**src/rtl/ex_div_if.sv**
```systemverilog
// ---------------------------------------------------------------------------
// ex_div_if
// Handshake/data bundle between the EX stage and the iterative divider.
//   master : EX stage side (drives the request, observes status/result)
//   slave  : divider side (ex_div_unit)
// Signals:
//   start    EX -> div   valid DIV/DIVU/REM/REMU op in EX
//   op       EX -> div   00 DIV, 01 DIVU, 10 REM, 11 REMU
//   dividend EX -> div   forwarded rs1
//   divisor  EX -> div   forwarded rs2
//   flush    EX -> div   squash the current op
//   busy     div -> EX   unit not idle
//   stall    div -> EX   hold IF/ID/EX this cycle
//   done     div -> EX   one-cycle pulse, result valid
//   result   div -> EX   quotient or remainder
// ---------------------------------------------------------------------------
interface ex_div_if #(
    parameter int XLEN = 32
);
    logic            start;
    logic [1:0]      op;
    logic [XLEN-1:0] dividend;
    logic [XLEN-1:0] divisor;
    logic            flush;
    logic            busy;
    logic            stall;
    logic            done;
    logic [XLEN-1:0] result;

    modport master (
        output start, op, dividend, divisor, flush,
        input  busy, stall, done, result
    );

    modport slave (
        input  start, op, dividend, divisor, flush,
        output busy, stall, done, result
    );
endinterface

```
**src/rtl/ex_div_unit.sv**
```systemverilog
// ---------------------------------------------------------------------------
// ex_div_unit
// Iterative restoring divider for RV32M DIV/DIVU/REM/REMU in the EX stage.
// One op at a time; the pipeline is held through stall while iterating and
// the registered result is presented together with a one-cycle done pulse.
//
// Ports:
//   clk     system clock, rising edge
//   rst     synchronous, active-high reset (highest priority)
//   div_if  ex_div_if.slave bundle (start/op/dividend/divisor/flush in,
//           busy/stall/done/result out)
//
// Build option:
//   DIV_EARLY_OUT_EN  when defined, an op whose divisor magnitude exceeds the
//                     dividend magnitude completes directly from IDLE
//                     (quotient 0, remainder = dividend). Results are the same
//                     either way; only latency changes.
//
// state | meaning
// ------+---------------------------------------------------------------
// IDLE  | waiting for start; special cases resolved here in one cycle
// CALC  | one restoring shift/subtract step per cycle, XLEN steps
// DONE  | result valid and done high for this single cycle
// ---------------------------------------------------------------------------
module ex_div_unit #(
    parameter int XLEN = 32
) (
    input  logic     clk,
    input  logic     rst,
    ex_div_if.slave  div_if
);

    localparam int CW = $clog2(XLEN + 1);
    localparam logic [XLEN-1:0] MIN_NEG = {1'b1, {(XLEN-1){1'b0}}};

    typedef enum logic [1:0] {
        S_IDLE = 2'd0,
        S_CALC = 2'd1,
        S_DONE = 2'd2
    } state_t;

    state_t          state_q, state_d;
    logic            rem_sel_q, rem_sel_d;   // 1: return remainder
    logic            q_neg_q, q_neg_d;
    logic            r_neg_q, r_neg_d;
    logic [XLEN:0]   rem_q, rem_d;           // one guard bit for the subtract
    logic [XLEN-1:0] quo_q, quo_d;           // dividend shifts out, quotient in
    logic [XLEN-1:0] dvs_q, dvs_d;           // divisor magnitude
    logic [CW-1:0]   cnt_q, cnt_d;
    logic [XLEN-1:0] result_q, result_d;

    logic            is_signed;
    logic            is_rem;
    logic [XLEN-1:0] a_mag;
    logic [XLEN-1:0] b_mag;
    logic [XLEN+1:0] rem_step;
    logic            step_ge;
    logic [XLEN:0]   rem_new;
    logic [XLEN-1:0] quo_new;
    logic [XLEN-1:0] q_fix;
    logic [XLEN-1:0] r_fix;

    // Operand decode and magnitudes, only meaningful in IDLE.
    always_comb begin
        is_signed = ~div_if.op[0];
        is_rem    = div_if.op[1];
        a_mag     = (is_signed && div_if.dividend[XLEN-1]) ? -div_if.dividend
                                                            : div_if.dividend;
        b_mag     = (is_signed && div_if.divisor[XLEN-1])  ? -div_if.divisor
                                                            : div_if.divisor;
    end

    // Single restoring step: shift {rem, quo} left, subtract if it fits.
    always_comb begin
        rem_step = {rem_q, quo_q[XLEN-1]};
        step_ge  = (rem_step >= {2'b00, dvs_q});
        rem_new  = step_ge ? (rem_step[XLEN:0] - {1'b0, dvs_q}) : rem_step[XLEN:0];
        quo_new  = {quo_q[XLEN-2:0], step_ge};
        q_fix    = q_neg_q ? -quo_new : quo_new;
        r_fix    = r_neg_q ? -rem_new[XLEN-1:0] : rem_new[XLEN-1:0];
    end

    always_comb begin
        state_d   = state_q;
        rem_sel_d = rem_sel_q;
        q_neg_d   = q_neg_q;
        r_neg_d   = r_neg_q;
        rem_d     = rem_q;
        quo_d     = quo_q;
        dvs_d     = dvs_q;
        cnt_d     = cnt_q;
        result_d  = result_q;

        unique case (state_q)
            S_IDLE: begin
                if (!div_if.flush && div_if.start) begin
                    rem_sel_d = is_rem;
                    q_neg_d   = is_signed & (div_if.dividend[XLEN-1] ^ div_if.divisor[XLEN-1]);
                    r_neg_d   = is_signed & div_if.dividend[XLEN-1];
                    rem_d     = '0;
                    quo_d     = a_mag;
                    dvs_d     = b_mag;
                    cnt_d     = CW'(XLEN);
                    state_d   = S_CALC;

                    // Results that need no iteration are resolved here and
                    // registered directly, bypassing CALC.
                    if (div_if.divisor == '0) begin
                        result_d = is_rem ? div_if.dividend : '1;
                        state_d  = S_DONE;
                    end else if (is_signed && (div_if.dividend == MIN_NEG) &&
                                 (div_if.divisor == '1)) begin
                        result_d = is_rem ? '0 : MIN_NEG;
                        state_d  = S_DONE;
                    end
`ifdef DIV_EARLY_OUT_EN
                    else if (b_mag > a_mag) begin
                        result_d = is_rem ? div_if.dividend : '0;
                        state_d  = S_DONE;
                    end
`endif
                end
            end

            S_CALC: begin
                if (div_if.flush) begin
                    state_d = S_IDLE;
                end else begin
                    rem_d = rem_new;
                    quo_d = quo_new;
                    cnt_d = cnt_q - CW'(1);
                    if (cnt_q == CW'(1)) begin
                        result_d = rem_sel_q ? r_fix : q_fix;
                        state_d  = S_DONE;
                    end
                end
            end

            S_DONE: begin
                // start here belongs to the instruction now retiring
                state_d = S_IDLE;
            end

            default: begin
                state_d = S_IDLE;
            end
        endcase
    end

    always_ff @(posedge clk) begin
        if (rst) begin
            state_q   <= S_IDLE;
            rem_sel_q <= 1'b0;
            q_neg_q   <= 1'b0;
            r_neg_q   <= 1'b0;
            rem_q     <= '0;
            quo_q     <= '0;
            dvs_q     <= '0;
            cnt_q     <= '0;
            result_q  <= '0;
        end else begin
            state_q   <= state_d;
            rem_sel_q <= rem_sel_d;
            q_neg_q   <= q_neg_d;
            r_neg_q   <= r_neg_d;
            rem_q     <= rem_d;
            quo_q     <= quo_d;
            dvs_q     <= dvs_d;
            cnt_q     <= cnt_d;
            result_q  <= result_d;
        end
    end

    assign div_if.busy   = (state_q != S_IDLE);
    assign div_if.stall  = ((state_q == S_IDLE) && div_if.start && !div_if.flush) ||
                           (state_q == S_CALC);
    assign div_if.done   = (state_q == S_DONE);
    assign div_if.result = result_q;

endmodule

```
**src/flat_wrapper.sv**
```systemverilog
// flat-port wrapper written by rule: the top's interface ports become plain ports
module ex_div_unit_flat 
#(
    parameter int XLEN = 32
)
  (clk, rst, div_if_start, div_if_op, div_if_dividend, div_if_divisor, div_if_flush, div_if_busy, div_if_stall, div_if_done, div_if_result);
  ex_div_if #(.XLEN(XLEN)) div_if_i ();
  input  logic clk;
  input  logic rst;
  input wire logic [$bits(div_if_i.start)-1:0] div_if_start;
  input wire logic [$bits(div_if_i.op)-1:0] div_if_op;
  input wire logic [$bits(div_if_i.dividend)-1:0] div_if_dividend;
  input wire logic [$bits(div_if_i.divisor)-1:0] div_if_divisor;
  input wire logic [$bits(div_if_i.flush)-1:0] div_if_flush;
  output wire logic [$bits(div_if_i.busy)-1:0] div_if_busy;
  output wire logic [$bits(div_if_i.stall)-1:0] div_if_stall;
  output wire logic [$bits(div_if_i.done)-1:0] div_if_done;
  output wire logic [$bits(div_if_i.result)-1:0] div_if_result;
  assign div_if_i.start = div_if_start;
  assign div_if_i.op = div_if_op;
  assign div_if_i.dividend = div_if_dividend;
  assign div_if_i.divisor = div_if_divisor;
  assign div_if_i.flush = div_if_flush;
  assign div_if_busy = div_if_i.busy;
  assign div_if_stall = div_if_i.stall;
  assign div_if_done = div_if_i.done;
  assign div_if_result = div_if_i.result;
  ex_div_unit #(.XLEN(XLEN)) u_core (.clk(clk), .rst(rst), .div_if(div_if_i));
endmodule
```
**config.mk**
```make
export PLATFORM = sky130hd
export DESIGN_NAME = ex_div_unit_flat
export DESIGN_NICKNAME = d
export VERILOG_FILES = /design/src/rtl/ex_div_if.sv /design/src/rtl/ex_div_unit.sv /design/src/flat_wrapper.sv
export SDC_FILE = /design/constraint.sdc
export NUM_CORES = 1
export LEC_CHECK = 0
export BUFFER_PORTS_ARGS = -buffer_cell sky130_fd_sc_hd__buf_4
export CAP_MARGIN = 10
export CORE_MARGIN = 2
export CORE_UTILIZATION = 40
export CTS_BUF_LIST = sky130_fd_sc_hd__clkbuf_4
export DETAILED_ROUTE_END_ITERATION = 10
export SLEW_MARGIN = 20
export SYNTH_ARGS = -nofsm -noshare
export SYNTH_HDL_FRONTEND = slang
export SYNTH_SLANG_ARGS = --single-unit
```
**constraint.sdc**
```tcl
create_clock -name clk -period 9 [get_ports clk]
set_input_delay 0.9 -clock clk [delete_from_list [all_inputs] [get_ports clk]]
set_output_delay 0.9 -clock clk [all_outputs]
set_load 0.02 [all_outputs]
```
==> results.md, run 1 <==
- P&R area growth vs syn: 10.3%
- Commonest cells post-synth: nor2_1, nand2_1, dfxtp_1
- Layout Skew: 0.0382 ns
- Slew HR: 26.0%
- Ranking of synthesized cells by area: dfxtp_1, nor2_1, a21oi_1
- Worst-skew pair later-pin latency: 0.61 ns
- Worst path bufs/invs: 1
- Sequential Power Share: 35.7%
- Primary FF master, synth: dfxtp_1
- Max IR drop VDD: 65.6 uV
- Die X: 176 um
- Worst setup SP type: flip-flop
- Status: completed
- Power Total: 1.93 mW
- Placed cell count: 2012
- Worst-path clk slew: 0.15 ns
- Ys async rst share: 0%
- Synth Instances: 1622
- TNS Setup: 0 ns
- Worst-path maximum fanout: 57
- GRT overflow: 0
- Routability cong.: 0.948
- Crit path max-delay family: simple AND/OR/NAND/NOR gates
- Clock tree sinks: 140
- CTS tree: yes
- Remaining DRCs: 0
- Vias in the first global route: 11300
- Fillcell total: 3070
- Pre-CTS worst setup slack: 3.23 ns
- Crit path cell chain: ha_1 -> nand2_1 -> nor4_1 -> nand4_1 -> o211ai_1 -> or2_4 -> mux2i_1 -> ha_1 -> inv_1 -> nor4b_1 -> nand2_1 -> nor4_1 -> o22ai_1 -> nor4_2 -> a21oi_1 -> a41o_1 -> a211oi_1
- Post-route cell area: 0.0130 mm^2
- Count of cell types in the netlist: 93
- 1st-iter DRT viols: 1264
- Dpl hpwl: 32.0 mm
- IO Pins: 105
- Worst slew pin tran: 1.11 ns
- Post-CTS Hold Fix Bufs: 0
- Combinational Power Share: 40.6%
- Mean Syn Cell Area: 7.27 um^2
- Worst Setup Path Type: flip-flop to flip-flop
- CTS buffer count: 17
- RSZ-0062 raised after global routing: no
- DRT Pass-1 Iters: 6
- Port bufs: 104
- Final setup viols: 0
- Seq/Total Area, Yosys: 23.8%
- Sw Ratio: 42.7%
- Final ANT Viol Nets: 0
- Max frequency: 0.167 GHz
- Root Buffer: clkbuf_4
- Ys Warns: 0
- Arrival @ worst endpoint: 6.52 ns
- Number of synthesized flops with an enable pin: 0
- Largest area contributor in the netlist: dfxtp_1
- P_sw: 0.823 mW
- Setup ws final: 3.01 ns
- Synthesized Nets: 1732
- Total global-route track usage: 27.4%
- Mapped Area: 0.0118 mm^2
- # H-tree levels: 4
- Final min period: 5.99 ns
- Clock buffer depth: 2
- CP max stage cell: or2_4
- Synth top area share: 23.8%
- Routed length on met1: 19.9 mm
- Most common cell in the synthesized netlist: nor2_1
- Largest net degree at the start of global routing: 85
- First-pass GRT wire length: 66.3 mm
- Max Used Layer: met4
- Core Region: 0.0289 mm^2
- Initial antenna violation count: 1
- Area post-placement: 0.0127 mm^2
- Share of cells above drive strength 1: 12.0%
- Flops & latches, synth: 140
- Die height: 176 um
- Final Hold Viols: 0
- Post-CTS resize count: 0
- Clk pwr share: 23.7%
- Crit path capture type: flip-flop
- Internal: 1.11 mW
- Hold Crit Class: flip-flop to flip-flop
- Max Cap Violations: 0
- Postcts setup bufs: 0
- Non-Filler Instances: 2045
- Core Rows: 62
- CP peak stage delay: 0.68 ns
- Period utilization: 66.6%
- Met3 WL post-DR: 3.28 mm
- NumNets Final: 1757
- Utilization of the core after routing: 45.1%
- Detailed Route WL: 42.7 mm
- DR vias/cell: 6.14
- Leakage: 4.98 nW
- Total number of vias: 12500
- Worst hold margin: 0.459 ns
- CP required: 9.53 ns
- Die area: 0.0309 mm^2
- Max Slew Vio Count: 0
- Starting Density: 40.9%
- Avg WL per Cell: 20.9 um
- Routed wl met2: 18.6 mm
- P per Cell Area: 148 mW/mm^2
==> cells in the final DEF (no fill, tap or decap), types with 7 or more instances in the layout <==
cell type | netlist | layout
a211oi_1 | 60 | 59
a21o_1 | 9 | 9
a21oi_1 | 127 | 127
a221oi_1 | 9 | 9
a22oi_1 | 36 | 36
a311oi_1 | 17 | 17
a31oi_1 | 9 | 9
and2_1 | 11 | 11
and3_1 | 10 | 10
buf_4 | 8 | 116
clkbuf_4 | 0 | 18
dfxtp_1 | 140 | 140
ha_1 | 39 | 39
inv_1 | 56 | 56
mux2i_1 | 16 | 16
nand2_1 | 155 | 155
nand2b_1 | 26 | 25
nand3_1 | 17 | 17
nand4_1 | 22 | 22
nor2_1 | 211 | 208
nor3_1 | 46 | 46
nor3b_1 | 11 | 11
nor4_1 | 17 | 17
o211ai_1 | 29 | 29
o21ai_0 | 90 | 90
o21ai_1 | 14 | 14
o21bai_1 | 7 | 7
o22ai_1 | 7 | 7
o31ai_1 | 26 | 26
o41ai_1 | 12 | 12
or3_1 | 26 | 26
or4_1 | 12 | 12
xnor2_1 | 54 | 54
xor2_1 | 68 | 68
==> power groups by stage <==
stage,clock network [mW],logic (mW),registers [mW]
5_1_grt,0.492,0.850,0.693
4_1_cts,0.468,0.769,0.687
6_report,0.457,0.783,0.688
2_1_floorplan,0,0.539,0.696
3_3_place_gp,0,0.762,0.700
3_5_place_dp,0,0.765,0.701
==> layer usage <==
| layer | global-route usage, % | up-vias |
|---|---|---|
| li1 | - | 5995 |
| met1 | 40.0 | 5972 |
| met5 | 0 | - |
| met4 | 7.85 | 0 |
| met3 | 4.29 | 51 |
| met2 | 41.6 | 531 |
==> logic make-up (layout without fill, tap and decap cells) <==
kind of cell	Yosys count	count (layout)	share of synthesized area [%]
AOI/OAI and AO/OA	521	521	29.7
buffers and inverters	167	205	5.87
DFF	140	140	23.8
other	0	1	0
muxes	21	21	1.87
and+or+nand+nor	611	611	25.4
xor gates and xnor gates	122	122	9.06
adders and majority gates	40	40	4.31
==> path summary, 6_finish.rpt <==
check / startpoint / to / slack [ns] / cells past startpoint
setup / recovery: u_core.rem_q[8] / u_core.div_if.result[28] / 3.01 / 17
hold / removal: u_core.dvs_q[25] / u_core.dvs_q[25] / 0.46 / 2
setup reg to reg: u_core.rem_q[8] / u_core.div_if.result[28] / 3.01 / 17
hold reg to reg: u_core.dvs_q[25] / u_core.dvs_q[25] / 0.46 / 2
==> worst min-delay path: stages, from the launching register on <==
cell	delay (ns)
dfxtp_1	0.33
nand2_1	0.05
a21oi_1	0.05
==> state kept, by name (all words and copies together), names as in the netlist <==
| signal | cells |
|---|---|
| u_core.q_neg_q | 1 |
| u_core.rem_q | 33 |
| u_core.quo_q | 32 |
| u_core.div_if.result | 32 |
| u_core.state_q | 2 |
| u_core.dvs_q | 32 |
| u_core.cnt_q | 6 |
| u_core.rem_sel_q | 1 |
| u_core.r_neg_q | 1 |
==> cell type report <==
cell class                      count  area [um^2]  share of cell area [%]
Antenna cell                        1         2.50                  0.0192
Clock inverter                     14          160                    1.23
Tap cell                          384          480                    3.69
Multi-Input combinational cell   1315         8340                    64.1
Timing Repair Buffer              116          871                    6.69
Inverter                           57          214                    1.64
Sequential cell                   140         2800                    21.5
Clock buffer                       18          135                    1.04
Power figures use the tool's default switching activity.
==> run 2: changes to the inputs <==
- clock period: 9 -> 6 ns (I/O delays scaled with it)
==> results.md, run 2 (synthesized netlist as in run 1, its figures left out) <==
- Core Region: 0.0289 mm^2
- Worst-path clk slew: 0.16 ns
- DRT Pass-1 Iters: 6
- Initial antenna violation count: 2
- Leading cell type in the layout, fill and taps excluded: nor2_1
- Detailed Route WL: 43.3 mm
- Share of cells above drive strength 1: 12.3%
- 1st-iter DRT viols: 1307
- TNS Setup: 0 ns
- Total global-route track usage: 27.8%
- DR vias/cell: 6.17
- Final Hold Viols: 0
- Most frequent cells in the layout: nor2_1, nand2_1, dfxtp_1
- Starting Density: 40.9%
- Combinational Power Share: 40.8%
- Routability cong.: 0.966
- Largest net degree at the start of global routing: 85
- First-pass GRT wire length: 67.0 mm
- Slew HR: 26.2%
- Sequential Power Share: 35.1%
- P_sw: 1.26 mW
- Worst Setup Path Type: flip-flop to flip-flop
- Clk pwr share: 24.1%
- Leakage: 5.03 nW
- Power Total: 2.93 mW
- Post-CTS Hold Fix Bufs: 0
- Die area: 0.0309 mm^2
- Period utilization: 93.1%
- Sw Ratio: 42.9%
- Clock buffer depth: 2
- Max frequency: 0.179 GHz
- Die height: 176 um
- Status: completed
- Max IR drop VDD: 122 uV
- Total number of vias: 12600
- Remaining DRCs: 0
- NumNets Final: 1763
- Port bufs: 104
- Worst setup SP type: flip-flop
- Max Cap Violations: 0
- Max reg flops: 33
- Top reg by flops: u_core.rem_q
- RSZ-0062 raised after global routing: no
- Layout Skew: 0.0450 ns
- Arrival @ worst endpoint: 6.12 ns
- Avg WL per Cell: 21.1 um
- Dpl hpwl: 32.5 mm
- Max Slew Vio Count: 0
- Root Buffer: clkbuf_4
- Worst slew pin tran: 1.11 ns
- Fillcell total: 3106
- IO Pins: 105
- Area post-placement: 0.0128 mm^2
- # H-tree levels: 4
- Die X: 176 um
- Internal: 1.67 mW
- CTS buffer count: 17
- Final setup viols: 0
- Worst-skew pair later-pin latency: 0.63 ns
- Clock tree sinks: 140
- CTS tree: yes
- Post-route cell area: 0.0131 mm^2
- Post-CTS resize count: 0
- Postcts setup bufs: 0
- Worst-path maximum fanout: 11
- P per Cell Area: 224 mW/mm^2
- Core Rows: 62
- GRT overflow: 0
- P&R area growth vs syn: 11.0%
- CP required: 6.54 ns
- Vias in the first global route: 11600
- Final ANT Viol Nets: 0
- Final min period: 5.58 ns
- Crit path capture type: flip-flop
- Hold Crit Class: input port to flip-flop
## run 2: power groups by stage
stage,combinational [mW],clock [mW],sequential (mW)
floorplan,0.809,0,1.04
CTS,1.17,0.716,1.03
global route,1.30,0.753,1.04
detailed placement,1.17,0,1.05
finish,1.20,0.706,1.03
global placement,1.16,0,1.05
## run 2: worst max-delay path, cell delays in order, from the launching register on
cell and delay [ns]:
dfxtp_1 0.40, ha_1 0.50, nand2_1 0.20, nor4_1 0.53
nand4_1 0.22, o211ai_1 0.24, or2_4 0.30, mux2i_1 0.30
ha_1 0.23, inv_1 0.06, nor4b_1 0.49, nand2_1 0.17
nor4_1 0.51, o22ai_1 0.32, nor4_4 0.43, a21oi_1 0.15
a41o_1 0.26, a211oi_1 0.16
## run 2: per-layer routing
metal | GRT usage, % | share of wire (%)
met1 | 40.1 | 46
met2 | 41.9 | 44
met3 | 4.09 | 7.7
met4 | 9.61 | 2.7
met5 | 0 | 0.030
## run 2: layout make-up
| type | count | area [um^2] | share of cell area [%] |
|---|---|---|---|
| diodes | 1 | 2.50 | 0.0191 |
| clock buffers | 17 | 128 | 0.975 |
| clock inverters | 15 | 173 | 1.32 |
| inverters | 57 | 214 | 1.63 |
| multi-input cells | 1315 | 8350 | 63.8 |
| flip-flops and latches | 140 | 2800 | 21.4 |
| well taps | 384 | 480 | 3.67 |
| repair buffers | 122 | 941 | 7.19 |
## run 2: path summary, 6_finish.rpt
path | from | slack, ns | cells past startpoint | end
hold / removal | div_if_op[1] | 0.25 | 3 | u_core.rem_sel_q
setup / recovery | u_core.rem_q[8] | 0.42 | 17 | u_core.div_if.result[28]
hold reg to reg | u_core.dvs_q[30] | 0.47 | 2 | u_core.dvs_q[30]
setup reg to reg | u_core.rem_q[8] | 0.42 | 17 | u_core.div_if.result[28]
## run 2: per-stage QoR
| step | hold slack [ns] | worst slack (ns) | cells | util, % |
|---|---|---|---|---|
| finish | 0.249 | 0.416 | 2051 | 45.4 |
| global route | 0.236 | 0.0497 | 2051 | 45.4 |
| CTS | 0.211 | 0.485 | 2050 | 45.3 |
| detailed placement | 0.451 | 0.533 | 2018 | 44.3 |
| global placement | 0.441 | 0.715 | 2018 | 44.3 |
| floorplan | 0.432 | 0.590 | 1622 | - |
==> run 3: changes to the inputs <==
- CORE_UTILIZATION: 40 -> 55
- GPL_TIMING_DRIVEN: unset -> 0
- PLACE_DENSITY: unset -> 0.75
- clock period: 6 -> 5.7 ns (I/O delays scaled with it)
==> results.md, run 3 (synthesized netlist as in run 1, its figures left out) <==
- Detailed Route WL: 46.0 mm
- Port bufs: 104
- Clock tree sinks: 140
- Avg WL per Cell: 22.6 um
- P per Cell Area: 238 mW/mm^2
- CP required: 6.22 ns
- Share of cells above drive strength 1: 13.0%
- Routability cong.: 1.04
- Worst Setup Path Type: flip-flop to flip-flop
- Die height: 150 um
- Leading cell type in the layout, fill and taps excluded: nor2_1
- Core Rows: 53
- DRT Pass-1 Iters: 6
- Hold Crit Class: input port to flip-flop
- Arrival @ worst endpoint: 6.07 ns
- Worst-path maximum fanout: 10
- Utilization of the core after routing: 63.8%
- Status: completed
- Worst setup SP type: flip-flop
- Leakage: 5.22 nW
- Root Buffer: clkbuf_4
- Top reg by flops: u_core.rem_q
- # H-tree levels: 4
- Post-route cell area: 0.0134 mm^2
- CTS tree: yes
- Core Region: 0.0210 mm^2
- Worst hold margin: 0.262 ns
- Final Hold Viols: 0
- Setup ws final: 0.156 ns
- Clock buffer depth: 2
- Vias in the first global route: 11900
- Power Total: 3.19 mW
- Worst-path clk slew: 0.16 ns
- Post-CTS Hold Fix Bufs: 0
- Initial antenna violation count: 2
- Worst slew pin tran: 0.853 ns
- Area post-placement: 0.0129 mm^2
- TNS Setup: 0 ns
- Largest net degree at the start of global routing: 20
- Final min period: 5.54 ns
- Total global-route track usage: 39.7%
- GRT overflow: 0
- DR vias/cell: 6.55
- Layout Skew: 0.0367 ns
- Non-Filler Instances: 2037
- CTS buffer count: 17
- Most frequent cells in the layout: nor2_1, nand2_1, dfxtp_1
- 1st-iter DRT viols: 1562
- IO Pins: 105
- Max Cap Violations: 0
- Period utilization: 97.3%
- Crit path capture type: flip-flop
- First-pass GRT wire length: 68.2 mm
- Max frequency: 0.180 GHz
- Dpl hpwl: 36.6 mm
- Worst-skew pair later-pin latency: 0.61 ns
- Die X: 150 um
- Starting Density: 56.1%
- Max reg flops: 33
- Final ANT Viol Nets: 0
- Max IR drop VDD: 142 uV
- Max Slew Vio Count: 0
- P&R area growth vs syn: 13.7%
- Total number of vias: 13400
- Die area: 0.0226 mm^2
- Remaining DRCs: 0
- Pre-CTS worst setup slack: -2.01 ns
- Placed cell count: 2001
- Slew HR: 42.7%
- Final setup viols: 0
- NumNets Final: 1858
-- run 3: cell count changes in the layout (fill, tap and decap cells not counted), moves of 4 or more --
cell,delta
buf_1,+6
buf_2,+10
buf_6,+4
clkbuf_1,+75
inv_6,-4
o21ai_0,-4
-- run 3: routing by layer --
metal  global-route usage (%)  wire length [um]  up-vias  share of wire [%]
met1                     54.9             19600     6248                 43
met5                        0                13        -              0.028
met3                     8.45              4790      145                 10
li1                         -                 -     6178                  -
met2                     61.5             19800      777                 43
met4                     13.3              1850        2                4.0
-- run 3: layout make-up --
type	instances	area, um^2
Antenna cell	2	5.00
Buffer	108	494
Clock buffer	19	143
Clock inverter	12	161
Fill cell	1969	7610
Inverter	57	214
Multi-Input combinational cell	1315	8430
Sequential cell	140	2800
Tap cell	275	344
Timing Repair Buffer	109	818
-- run 3: final timing paths --
| kind | startpoint | end | slack [ns] | cells past startpoint |
|---|---|---|---|---|
| min | div_if_dividend[22] | u_core.quo_q[22] | 0.26 | 4 |
| min reg2reg | u_core.dvs_q[31] | u_core.dvs_q[31] | 0.47 | 2 |
| max | u_core.quo_q[31] | u_core.div_if.result[30] | 0.16 | 24 |
| max reg2reg | u_core.quo_q[31] | u_core.div_if.result[30] | 0.16 | 24 |
-- run 3: worst max-delay path, cell delays in order (launching register included) --
cell and delay [ns]:
dfxtp_2 0.38, inv_1 0.06, ha_1 0.15, inv_1 0.06, fa_1 0.44, a211o_1 0.39
a21oi_4 0.23, or4_4 0.18, o311ai_4 0.11, or2_4 0.29, inv_2 0.07, buf_4 0.20
clkbuf_4 0.26, buf_4 0.22, ha_2 0.25, nand3_2 0.13, nand2b_4 0.21, or3_1 0.46
nor2_1 0.14, nand2_1 0.10, o21ai_0 0.23, xor2_1 0.11, o211ai_1 0.50, o21ai_1 0.14
o22ai_1 0.17
-- run 3: power by group --
group / switching (mW) / internal [mW] / leakage [nW]
logic: 0.867 / 0.508 / 3.91
registers: 0.0536 / 1.03 / 1.14
clock network: 0.414 / 0.317 / 0.168
-- run 3: what timing repair did --
item                                    CTS  global route
gates resized for setup                  20            20
pin swaps                                 1             4
endpoints found under the setup margin   16            10
setup buffers                             0             5
hold endpoints to repair                  0             0
